$ cat config.mk
export PLATFORM = sky130hd
export DESIGN_NAME = mem_access
export DESIGN_NICKNAME = d
export VERILOG_FILES = /design/src/rtl/mem_access_pkg.sv /design/src/rtl/mem_byte_lane.sv /design/src/rtl/mem_access.sv
export SDC_FILE = /design/constraint.sdc
export NUM_CORES = 1
export LEC_CHECK = 0
export BUFFER_PORTS_ARGS = -buffer_cell sky130_fd_sc_hd__buf_2
export CORE_AREA = 5 5 119 121
export DETAILED_ROUTE_END_ITERATION = 7
export DIE_AREA = 0 0 124 126
export MAX_ROUTING_LAYER = met4
export PLACE_DENSITY = 0.76
export SETUP_SLACK_MARGIN = 0.02
export SLEW_MARGIN = 20
export SYNTH_ARGS = -nofsm -noshare
export SYNTH_HDL_FRONTEND = slang
export SYNTH_SLANG_ARGS = --single-unit
$ cat constraint.sdc
create_clock -name clk -period 1.9 [get_ports clk]
set_clock_uncertainty 0.15 [all_clocks]
set_input_delay 0.095 -clock clk [delete_from_list [all_inputs] [get_ports clk]]
set_output_delay 0.095 -clock clk [all_outputs]
set_load 0.005 [all_outputs]
$ cat src/rtl/mem_access_pkg.sv
// mem_access_pkg: shared definitions for the memory-access stage.
//   - register bus / register address widths and reset constants
//   - mem_op encodings (NONE, LW, LB, LBU, SW, SB) and FSM state encodings
//   - decode_op: maps any raw 3-bit op code onto a defined op (undefined -> NONE)
package mem_access_pkg;

  localparam int unsigned RegisterBus        = 32;
  localparam int unsigned RegisterAddressBus = 5;

  localparam logic [RegisterBus-1:0]        ZeroWord           = '0;
  localparam logic [RegisterAddressBus-1:0] NOPRegisterAddress = '0;
  localparam logic                          WriteDisable       = 1'b0;
  localparam logic                          WriteEnable        = 1'b1;

  typedef enum logic [2:0] {
    MEM_NONE = 3'd0,
    MEM_LW   = 3'd1,
    MEM_LB   = 3'd2,
    MEM_LBU  = 3'd3,
    MEM_SW   = 3'd4,
    MEM_SB   = 3'd5
  } mem_op_e;

  typedef enum logic {
    ST_IDLE   = 1'b0,
    ST_ACCESS = 1'b1
  } state_e;

  function automatic mem_op_e decode_op(input logic [2:0] raw);
    mem_op_e op;
    case (raw)
      3'd1:    op = MEM_LW;
      3'd2:    op = MEM_LB;
      3'd3:    op = MEM_LBU;
      3'd4:    op = MEM_SW;
      3'd5:    op = MEM_SB;
      default: op = MEM_NONE;
    endcase
    return op;
  endfunction

  function automatic logic is_load(input mem_op_e op);
    return (op == MEM_LW) || (op == MEM_LB) || (op == MEM_LBU);
  endfunction

  function automatic logic is_store(input mem_op_e op);
    return (op == MEM_SW) || (op == MEM_SB);
  endfunction

endpackage

$ cat src/rtl/mem_byte_lane.sv
// mem_byte_lane: combinational byte-lane logic (big-endian lanes).
//   op        in  3   raw memory op code
//   offset    in  2   byte offset within the word (addr[1:0])
//   wdata_in  in  32  store data from the pipeline
//   rdata_in  in  32  read data from the bus
//   sel       out 4   byte-lane select (offset 00 -> 1000 ... 11 -> 0001, words 1111)
//   wdata_out out 32  bus store data (SB replicates the low byte to all lanes)
//   rdata_out out 32  load result (LW raw, LB sign-extended, LBU zero-extended)
module mem_byte_lane
  import mem_access_pkg::*;
(
  input  logic [2:0]  op,
  input  logic [1:0]  offset,
  input  logic [31:0] wdata_in,
  input  logic [31:0] rdata_in,
  output logic [3:0]  sel,
  output logic [31:0] wdata_out,
  output logic [31:0] rdata_out
);

  mem_op_e     op_d;
  logic [3:0]  byte_sel;
  logic [7:0]  lane_byte;

  always_comb begin
    op_d      = decode_op(op);
    byte_sel  = 4'b1000;
    lane_byte = rdata_in[31:24];
    case (offset)
      2'b00: begin byte_sel = 4'b1000; lane_byte = rdata_in[31:24]; end
      2'b01: begin byte_sel = 4'b0100; lane_byte = rdata_in[23:16]; end
      2'b10: begin byte_sel = 4'b0010; lane_byte = rdata_in[15:8];  end
      default: begin byte_sel = 4'b0001; lane_byte = rdata_in[7:0]; end
    endcase

    sel       = '0;
    wdata_out = wdata_in;
    rdata_out = ZeroWord;
    case (op_d)
      MEM_LW: begin
        sel       = '1;
        rdata_out = rdata_in;
      end
      MEM_LB: begin
        sel       = byte_sel;
        rdata_out = {{24{lane_byte[7]}}, lane_byte};
      end
      MEM_LBU: begin
        sel       = byte_sel;
        rdata_out = {24'h000000, lane_byte};
      end
      MEM_SW: begin
        sel = '1;
      end
      MEM_SB: begin
        sel       = byte_sel;
        wdata_out = {4{wdata_in[7:0]}};
      end
      default: ;
    endcase
  end

endmodule

$ cat src/rtl/mem_access.sv
// mem_access: memory-access pipeline stage with a registered data-bus master.
//   clk, rst            clock; asynchronous active-low reset
//   mem_wdata/wd/wreg   EX/MEM result, destination address, write enable
//   mem_op, mem_addr    memory op code and effective byte address
//   bus_req/we/addr/sel/wdata  registered data-bus request (word address, big-endian lanes)
//   bus_ready, bus_rdata       bus completion and read data
//   wb_wdata/wd/wreg    registered write-back result
//   stallreq            combinational stall request to upstream
//   align_err           registered one-cycle misalignment pulse
// Optional feature: define MEM_ALIGN_CHECK_EN to reject misaligned LW/SW
// (no bus access, align_err pulse); otherwise align_err is tied low.
module mem_access
  import mem_access_pkg::*;
(
  input  logic        clk,
  input  logic        rst,
  input  logic [31:0] mem_wdata,
  input  logic [4:0]  mem_wd,
  input  logic        mem_wreg,
  input  logic [2:0]  mem_op,
  input  logic [31:0] mem_addr,
  output logic        bus_req,
  output logic        bus_we,
  output logic [31:0] bus_addr,
  output logic [3:0]  bus_sel,
  output logic [31:0] bus_wdata,
  input  logic        bus_ready,
  input  logic [31:0] bus_rdata,
  output logic [31:0] wb_wdata,
  output logic [4:0]  wb_wd,
  output logic        wb_wreg,
  output logic        stallreq,
  output logic        align_err
);

  state_e      state;
  mem_op_e     op_in;
  mem_op_e     op_q;
  logic [1:0]  off_q;
  logic [4:0]  wd_q;
  logic        wreg_q;
  logic        mem_valid;
  logic        misaligned;

  mem_op_e     lane_op;
  logic [1:0]  lane_off;
  logic [3:0]  lane_sel;
  logic [31:0] lane_wdata;
  logic [31:0] lane_rdata;

  assign op_in     = decode_op(mem_op);
  assign mem_valid = (op_in != MEM_NONE);

`ifdef MEM_ALIGN_CHECK_EN
  logic align_q;
  assign misaligned = ((op_in == MEM_LW) || (op_in == MEM_SW)) && (mem_addr[1:0] != 2'b00);
  assign align_err  = align_q;
`else
  assign misaligned = 1'b0;
  assign align_err  = 1'b0;
`endif

  // One lane block serves both phases: in IDLE it shapes the outgoing request
  // from the live inputs, in ACCESS it extracts the load result using the op
  // and offset captured at issue, so upstream need not hold its inputs.
  assign lane_op  = (state == ST_IDLE) ? op_in : op_q;
  assign lane_off = (state == ST_IDLE) ? mem_addr[1:0] : off_q;

  mem_byte_lane u_lane (
    .op        (lane_op),
    .offset    (lane_off),
    .wdata_in  (mem_wdata),
    .rdata_in  (bus_rdata),
    .sel       (lane_sel),
    .wdata_out (lane_wdata),
    .rdata_out (lane_rdata)
  );

  always_comb begin
    stallreq = 1'b0;
    case (state)
      ST_IDLE:   stallreq = mem_valid && !misaligned;
      ST_ACCESS: stallreq = !bus_ready;
      default:   stallreq = 1'b0;
    endcase
  end

  always_ff @(posedge clk or negedge rst) begin
    if (!rst) begin
      state     <= ST_IDLE;
      bus_req   <= 1'b0;
      bus_we    <= 1'b0;
      bus_addr  <= '0;
      bus_sel   <= '0;
      bus_wdata <= '0;
      wb_wdata  <= ZeroWord;
      wb_wd     <= NOPRegisterAddress;
      wb_wreg   <= WriteDisable;
      op_q      <= MEM_NONE;
      off_q     <= '0;
      wd_q      <= NOPRegisterAddress;
      wreg_q    <= WriteDisable;
`ifdef MEM_ALIGN_CHECK_EN
      align_q   <= 1'b0;
`endif
    end else begin
`ifdef MEM_ALIGN_CHECK_EN
      align_q <= 1'b0;
`endif
      case (state)
        ST_IDLE: begin
          if (misaligned) begin
            wb_wreg <= WriteDisable;
`ifdef MEM_ALIGN_CHECK_EN
            align_q <= 1'b1;
`endif
          end else if (mem_valid) begin
            bus_req   <= 1'b1;
            bus_we    <= is_store(op_in);
            bus_addr  <= {mem_addr[31:2], 2'b00};
            bus_sel   <= lane_sel;
            bus_wdata <= lane_wdata;
            wb_wreg   <= WriteDisable;
            op_q      <= op_in;
            off_q     <= mem_addr[1:0];
            wd_q      <= mem_wd;
            wreg_q    <= mem_wreg;
            state     <= ST_ACCESS;
          end else begin
            wb_wdata <= mem_wdata;
            wb_wd    <= mem_wd;
            wb_wreg  <= mem_wreg;
          end
        end
        ST_ACCESS: begin
          if (bus_ready) begin
            bus_req  <= 1'b0;
            bus_we   <= 1'b0;
            wb_wdata <= lane_rdata;
            wb_wd    <= wd_q;
            wb_wreg  <= is_load(op_q) ? wreg_q : WriteDisable;
            state    <= ST_IDLE;
          end
        end
        default: state <= ST_IDLE;
      endcase
    end
  end

endmodule

==> results of run 1 <==
[report_power, final]
| part | internal [mW] | total (mW) | switching (mW) |
|---|---|---|---|
| Combinational | 2.41 | 4.68 | 2.27 |
| Sequential | 3.51 | 4.19 | 0.673 |
| Clock | 2.24 | 3.44 | 1.20 |
| Total | 8.16 | 12.3 | 4.14 |
[synthesized netlist by cell type, drive strengths merged]
| master | n | area share, % |
|---|---|---|
| mux2 | 54 | 11 |
| inv | 7 | 0.46 |
| o21ba | 1 | 0.18 |
| a211oi | 1 | 0.13 |
| nor4bb | 1 | 0.18 |
| o21ai | 39 | 3.4 |
| and3 | 1 | 0.11 |
| clkbuf | 16 | 1.1 |
| o221ai | 1 | 0.15 |
| buf | 26 | 2.6 |
| conb | 1 | 0.066 |
| nand2 | 95 | 6.3 |
| o2bb2ai | 1 | 0.26 |
| nor2 | 8 | 0.57 |
| nand4 | 1 | 0.11 |
| a31oi | 27 | 3.0 |
| nand3 | 33 | 2.9 |
| o22ai | 25 | 2.8 |
| a41oi | 1 | 0.15 |
| o211a | 1 | 0.18 |
| nand2b | 3 | 0.33 |
| o2111ai | 1 | 0.15 |
| dfrtp | 118 | 52 |
| a21o | 2 | 0.26 |
| a22o | 2 | 0.31 |
| a21oi | 12 | 1.5 |
| a2bb2oi | 7 | 1.1 |
| a22oi | 9 | 1.2 |
| nor2b | 4 | 0.44 |
| or3 | 2 | 0.22 |
| mux2i | 36 | 6.3 |
| and2 | 2 | 0.26 |
| o22a | 1 | 0.15 |
| o211ai | 3 | 0.40 |
| and3b | 1 | 0.15 |
[flip-flops by register name, summed over array words and instances (netlist names)]
name and count:
bus_wdata 32, wb_wdata 32, bus_addr 30, wb_wd 5, wd_q 5, bus_sel 4
op_q 3, off_q 2, bus_req 1, bus_we 1, state 1, wb_wreg 1
wreg_q 1
[routing by layer]
metal	track usage, %	up-vias	part of all wire (%)
met2	45.0	365	50
met4	13.0	0	4.6
li1	-	2670	-
met3	6.23	77	8.6
met5	-	-	0
met1	33.2	2945	37
[worst min-delay path, stage by stage]
cell     delay (ns)
buf_2          0.09
buf_4          0.16
a21oi_1        0.07
o21ai_0        0.14
[per-stage QoR]
step           instances  TNS (ns)  instance area, sq um  hold WS, ns  utilization [%]
6_report            1079   -0.0611                  9210       0.0321             70.9
5_1_grt             1079    -0.758                  9210       0.0636             70.9
4_1_cts             1067         0                  8980       0.0168             69.2
3_5_place_dp         924   -0.0365                  7140      -0.0323             55.0
3_3_place_gp         924         0                  7140      -0.0339             55.0
2_1_floorplan        545         0                  5690       -0.351                -
[logic make-up after synthesis]
| kind of cell | share of synthesized area, % |
|---|---|
| buffers and inverters | 4.14 |
| AND/OR/NAND/NOR | 11.6 |
| multiplexers | 17.0 |
| AO/OA/AOI/OAI | 15.3 |
| other | 0.0660 |
| flip-flops | 51.9 |
[path summary, 6_finish.rpt]
check                                             to                   start  slack (ns)  cells after the start
setup / recovery           bus_wdata[25]$_DFFE_PN0P_         state$_DFF_PN0_       -0.06                      7
hold / removal                    bus_we$_DFFE_PN0P_               mem_op[2]        0.03                      4
setup reg to reg           bus_wdata[25]$_DFFE_PN0P_         state$_DFF_PN0_       -0.06                      7
hold reg to reg               bus_sel[2]$_DFFE_PN0P_  bus_sel[2]$_DFFE_PN0P_        0.32                      1
max in group asynchronous   bus_wdata[4]$_DFFE_PN0P_                     rst        0.83                      3
min in group asynchronous   wb_wdata[14]$_DFFE_PN0P_                     rst        0.07                      2
[what timing repair did]
item	CTS	global route
setup endpoints to repair	40	57
gates resized for setup	12	29
pin swaps	2	2
hold buffers	107	0
gates cloned	2	3
setup buffers	2	9
endpoints found under the hold margin	212	0
[cell type report]
| class | instances | area share [%] |
|---|---|---|
| clock buffers | 18 | 4.77 |
| flip-flops and latches | 118 | 32.1 |
| clock inverters | 14 | 2.16 |
| well taps | 176 | 2.39 |
| multi-input cells | 378 | 28.6 |
| repair buffers | 368 | 29.6 |
| inverters | 7 | 0.313 |
==> summary.md, run 1 <==
| Metric | Value |
|---|---|
| # rows | 42 |
| Max FO, Critical Path | 8 |
| Yosys cell types | 42 |
| CTS H-tree depth | 4 |
| Failing checks | setup timing |
| Via/cell ratio | roughly 5.6 |
| Largest net degree at the start of global routing | between 50 and 60 |
| FF/Latch Area | ~3000 sq um |
| Clk root buf | clkbuf_16 |
| Place WS | -0.0191 ns |
| Routability Congestion | slightly above 0.9 |
| CP endpoint kind | flop |
| Final Setup Violations | 1 |
| Total CTS buffers | 17 |
| Unrepaired setup endpoints after global routing | yes |
| Wire length per cell | slightly above 20 microns |
| First-pass GRT wire length | 32700 microns |
| Fin crit share | 103% |
| Final net count | approximately 1000 |
| Hold Crit Class | input pin to flop |
| Commonest non-fill, non-tap cell in the layout | buf_2 |
| Max Cap Viol | 0 |
| #FFs+latches synth | roughly 120 |
| Die ar. | roughly 16000 sq um |
| Vias | between 6000 and 7000 |
| Area growth from synthesis to layout | 61.9% |
| Initial Util | a little over two fifths |
| Fillers | 932 |
| FMAX | approximately 0.5 GHz |
| Mapped cell area | approximately 5700 sq um |
| Hold Vio Cnt, Final | 0 |
| Status | finished with violations |
| Input/output buffers | 214 |
| All-Layer GR Usage | roughly 28% |
| CTS tree | yes |
| DP Wirelength | 14000 microns |
| Crit path largest cell delay | between 0.4 and 0.5 ns |
| Final wirelength | 22100 microns |
| Crit path kind | flop to flop |
| Initial antenna violation count | 0 |
| Final total power | about 12 mW |
| Core outline area | ~13000 sq um |
| GRT overflow | 0 |
| Syn Inst Count | about 540 |
| IO Pins | about 220 |
| Multi-input logic area | approximately 2600 sq um |
| Die Y | around 130 microns |
| Worst endpoint data arrival time | ~2.1 ns |
| Setup WS post-layout | -0.0611 ns |
| CTS max path bufs | 2 |
| PD cells | about 1300 nW/um^2 |
| Clk Latency, worst-skew pair | 0.41 ns |
| Most frequent CP cell | buf_6 |
| Max_slew headroom | about 62% |
| Most frequent cells in the layout | buf_2, dfrtp_1, dlygate4sd3_1 |
| Peak VDD IR | about 0.9 mV |
| Chip width | 124 microns |
| Crit path required time | 2.03 ns |
| Share of cells above drive strength 1 | between 40% and 50% |
| Routed Antenna Nets | 0 |
| # DRC | 0 |
| Vias in the first global route | ~6200 |
| Clk slew on worst S/H paths | 0.06 ns |
| Post-synthesis sequential area ratio | between 50% and 60% |
| Clk sink count | approximately 120 |
| Slew Limit Fails | 0 |
| Crit-path slowest cell | dfrtp_2 |
| Type of origin of the critical path | flop |
| Worst path top cell family by delay | compound AO/OA/AOI/OAI gates |
| Crit-path cells | buf_6 > buf_6 > nand2_4 > o2bb2ai_4 > buf_6 > mux2i_1 > o21ai_0 |
| Crit path time final | 1.96 ns |
| Worst-Margin Slew | between 0.5 and 0.6 ns |
| Post-Syn Area per Cell | ~10 sq um |
| Initial DRC count | about 630 |
| Ant diodes | 0 |
| Pleak | between 4 and 5 nW |
| Warnings, synthesis | 0 |
| WP buf/inv | 3 |
| Pre-antenna DRT Iters | 5 |
Power figures use the tool's default switching activity.
==> run 2, diff against run 1 <==
--- a/config.mk
+++ b/config.mk
@@ -6,13 +6,14 @@
 export NUM_CORES = 1
 export LEC_CHECK = 0
 export BUFFER_PORTS_ARGS = -buffer_cell sky130_fd_sc_hd__buf_2
-export CORE_AREA = 5 5 119 121
+export CORE_AREA = 5 5 123 125
 export DETAILED_ROUTE_END_ITERATION = 7
-export DIE_AREA = 0 0 124 126
+export DIE_AREA = 0 0 128 130
 export MAX_ROUTING_LAYER = met4
 export PLACE_DENSITY = 0.76
 export SETUP_SLACK_MARGIN = 0.02
 export SLEW_MARGIN = 20
 export SYNTH_ARGS = -nofsm -noshare
 export SYNTH_HDL_FRONTEND = slang
+export SYNTH_HIERARCHICAL = 1
 export SYNTH_SLANG_ARGS = --single-unit
==> summary.md, run 2 <==
| Metric | Value |
|---|---|
| Area growth from synthesis to layout | 57.4% |
| Slew Limit Fails | 0 (unchanged) |
| CP endpoint kind | flop |
| Post-Syn Area per Cell | 13.1 sq um (+25%) |
| Warnings, synthesis | 6 (+6) |
| Final Setup Violations | 105 (+104) |
| PD cells | 1240 nW/um^2 (-6.9%) |
| CTS H-tree depth | 4 (unchanged) |
| GRT overflow | 0 (unchanged) |
| DP Wirelength | 14900 microns (+5.9%) |
| # DRC | 0 (unchanged) |
| #FFs+latches synth | 118 (unchanged) |
| Status | finished with violations |
| Max_slew headroom | 60.7% (-1.7 points) |
| Vias | 5653 (-6.7%) |
| Initial DRC count | 397 (-36%) |
| Crit path time final | 2.72 ns (+0.759 ns) |
| Share of cells above drive strength 1 | 59.6% (+18 points) |
| Unrepaired setup endpoints after global routing | yes |
| Final net count | 928 (-7.0%) |
| Die ar. | 16600 sq um (+6.5%) |
| Fin crit share | 143% (+40 points) |
| Yosys top cell area share | 47.3% (-4.6 points) |
| Placed Instances | 876 (-5.2%) |
| Post-synth EDFFs | 0 (unchanged) |
| Post-synthesis sequential area ratio | 47.3% (-4.6 points) |
| Worst-Margin Slew | 0.590 ns (+0.0260 ns) |
| Async set or reset register ratio after synthesis | 100% (unchanged) |
| Fin cells | 1009 (-6.5%) |
| Initial antenna violation count | 4 (+4) |
| Most frequent cells in the layout | buf_2, dfrtp_1, mux2_4 |
| Total CTS buffers | 17 (unchanged) |
| Routability Congestion | 0.876 (-3.2%) |
| Mapped cell area | 6240 sq um (+9.8%) |
| Setup crit start | state$_DFF_PN0_ |
| Worst endpoint data arrival time | 2.86 ns (+0.77 ns) |
| Crit path required time | 2.04 ns (about the same) |
| Max Cap Viol | 0 (unchanged) |
| Die Y | 130 microns (+3.2%) |
| Vias in the first global route | 6037 (-2.8%) |
| Ys flop type | dfrtp_1 |
| Routed Antenna Nets | 0 (unchanged) |
| Hold Crit Class | input pin to flop |
| Top Registers | bus_wdata (32), wb_wdata (32), bus_addr (30) |
| Yosys cell types | 49 (+17%) |
| Synth area leaders | dfrtp_1, mux2_4, mux2_2 |
| Input/output buffers | 214 (unchanged) |
| Pre-antenna DRT Iters | 4 (-1) |
| IO Pins | 218 (unchanged) |
| CTS tree | yes |
| Chip width | 128 microns (+3.2%) |
| Reg2reg start | state$_DFF_PN0_ |
| Pleak | 4.64 nW (+6.6%) |
| Initial Util | 45.3% (+1.5 points) |
| Final wirelength | 23500 microns (+6.2%) |
| Hold Vio Cnt, Final | 0 (unchanged) |
| First-pass GRT wire length | 35000 microns (+7.1%) |
| Yosys top cell by area | dfrtp_1 |
| Peak VDD IR | 0.661 mV (-26%) |
| Failing checks | setup timing |
| Wire length per cell | 23.2 microns (+14%) |
| Top cells by count, synth | dfrtp_1, mux2_2, mux2_4 |
| Setup WS post-layout | -0.820 ns (-0.759 ns) |
| Most frequent cell after synthesis | dfrtp_1 |
| Fin area | 9830 sq um (+6.7%) |
| CTS max path bufs | 2 (unchanged) |
| Core outline area | 13800 sq um (+6.1%) |
| Via/cell ratio | 5.60 (-0.20%) |
| All-Layer GR Usage | 28.5% (+0.58 points) |
| Clk Latency, worst-skew pair | 0.41 ns (about the same) |
| Type of origin of the critical path | flop |
| Hold_sp | bus_rdata[3] |
| Clk slew on worst S/H paths | 0.06 ns (about the same) |
| Largest net degree at the start of global routing | 51 (-7.3%) |
| Placed Area | 7900 sq um (+11%) |
| Commonest non-fill, non-tap cell in the layout | buf_2 |
| Clk root buf | clkbuf_16 |
| FMAX | 0.368 GHz (-28%) |
| Max FO, Critical Path | 24 (+16) |
| Clk sink count | 118 (unchanged) |
| Crit path kind | flop to flop |
| # rows | 43 (+2.4%) |
| Syn Inst Count | 477 (-12%) |
## run 2: cell types whose count changed in the layout (fill, tap and decap cells not counted), sizes merged, moves of 26 or more
| cell | delta |
|---|---|
| dlygate4sd3 | -33 |
| buf | +26 |
| nand3 | -32 |
| o21ai | -34 |
| o221a | +37 |
| or2 | +38 |
| mux2i | -34 |
| mux2 | +48 |
| nand2 | -66 |
| a31oi | -26 |
## run 2: worst max-delay path, cell delays in order (launching register included)
cell	delay, ns
dfrtp_2	0.43
mux2_4	0.31
inv_2	0.06
ha_4	0.19
maj3_2	0.33
nor3b_4	0.24
buf_12	0.23
mux2_2	0.37
mux2_4	0.26
## run 2: layout make-up
cell class              instances  area, sq um
clock buffers                  22          474
clock inverters                 8          124
repair buffers                362         2840
diodes                          4         10.0
flip-flops and latches        118         2950
multi-input cells             303         3150
fillers                       939         3950
inverters                      12         45.0
well taps                     180          225
## run 2: routing by layer
metal  vias up  global-route usage [%]  routed length, microns
met5         -                       -                       0
met4         0                    10.9                     682
met3        55                    7.53                    1900
met2       333                    47.2                   11600
met1      2817                    33.5                    9280
li1       2448                       -                       -
## run 2: stage by stage
step | setup TNS (ns) | power [mW] | hold WS (ns) | setup WS (ns) | utilization [%]
2_1_floorplan | -48.05 | 6.30 | -0.351 | -0.976 | -
3_3_place_gp | -40.65 | 8.08 | -0.0281 | -0.743 | 57.4
3_5_place_dp | -44.62 | 8.24 | -0.00885 | -0.814 | 57.4
4_1_cts | -43.66 | 12.0 | 0.0444 | -0.807 | 70.0
5_1_grt | -51.26 | 12.8 | 0.0755 | -0.875 | 71.3
6_report | -44.91 | 12.2 | 0.0633 | -0.820 | 71.3
## run 2: cell families (layout without fill, tap and decap cells)
group	count (synthesis)	after routing	share of synthesized area [%]
simple gates	94	94	8.66
mux	111	111	24.2
buf+inv	58	404	5.57
compound gates	87	87	12.6
other cells	1	7	0.0601
flops	118	118	47.3
fa+ha+maj	8	8	1.54
## run 2: timing repair
action	in CTS	in global routing
hold buffers	74	0
setup buffers	9	8
pin swaps	3	2
resized for setup	21	19
gates cloned	7	3
endpoints found under the hold margin	180	0
endpoints found under the setup margin	108	113
## run 2: path summary, 6_finish.rpt
kind,end,slack [ns],cells past startpoint
setup / recovery,bus_wdata[29]$_DFFE_PN0P_,-0.82,8
hold / removal,wb_wdata[3]$_DFFE_PN0P_,0.06,4
setup reg to reg,bus_wdata[29]$_DFFE_PN0P_,-0.82,8
hold reg to reg,bus_wdata[6]$_DFFE_PN0P_,0.36,1
max in group asynchronous,bus_wdata[13]$_DFFE_PN0P_,0.84,3
min in group asynchronous,bus_addr[4]$_DFFE_PN0P_,0.08,2
## run 2: power breakdown
| part | switching [mW] | internal, mW | leakage, nW |
|---|---|---|---|
| Clock | 1.15 | 2.15 | 0.288 |
| Combinational | 2.08 | 2.93 | 2.96 |
| Sequential | 0.552 | 3.36 | 1.39 |
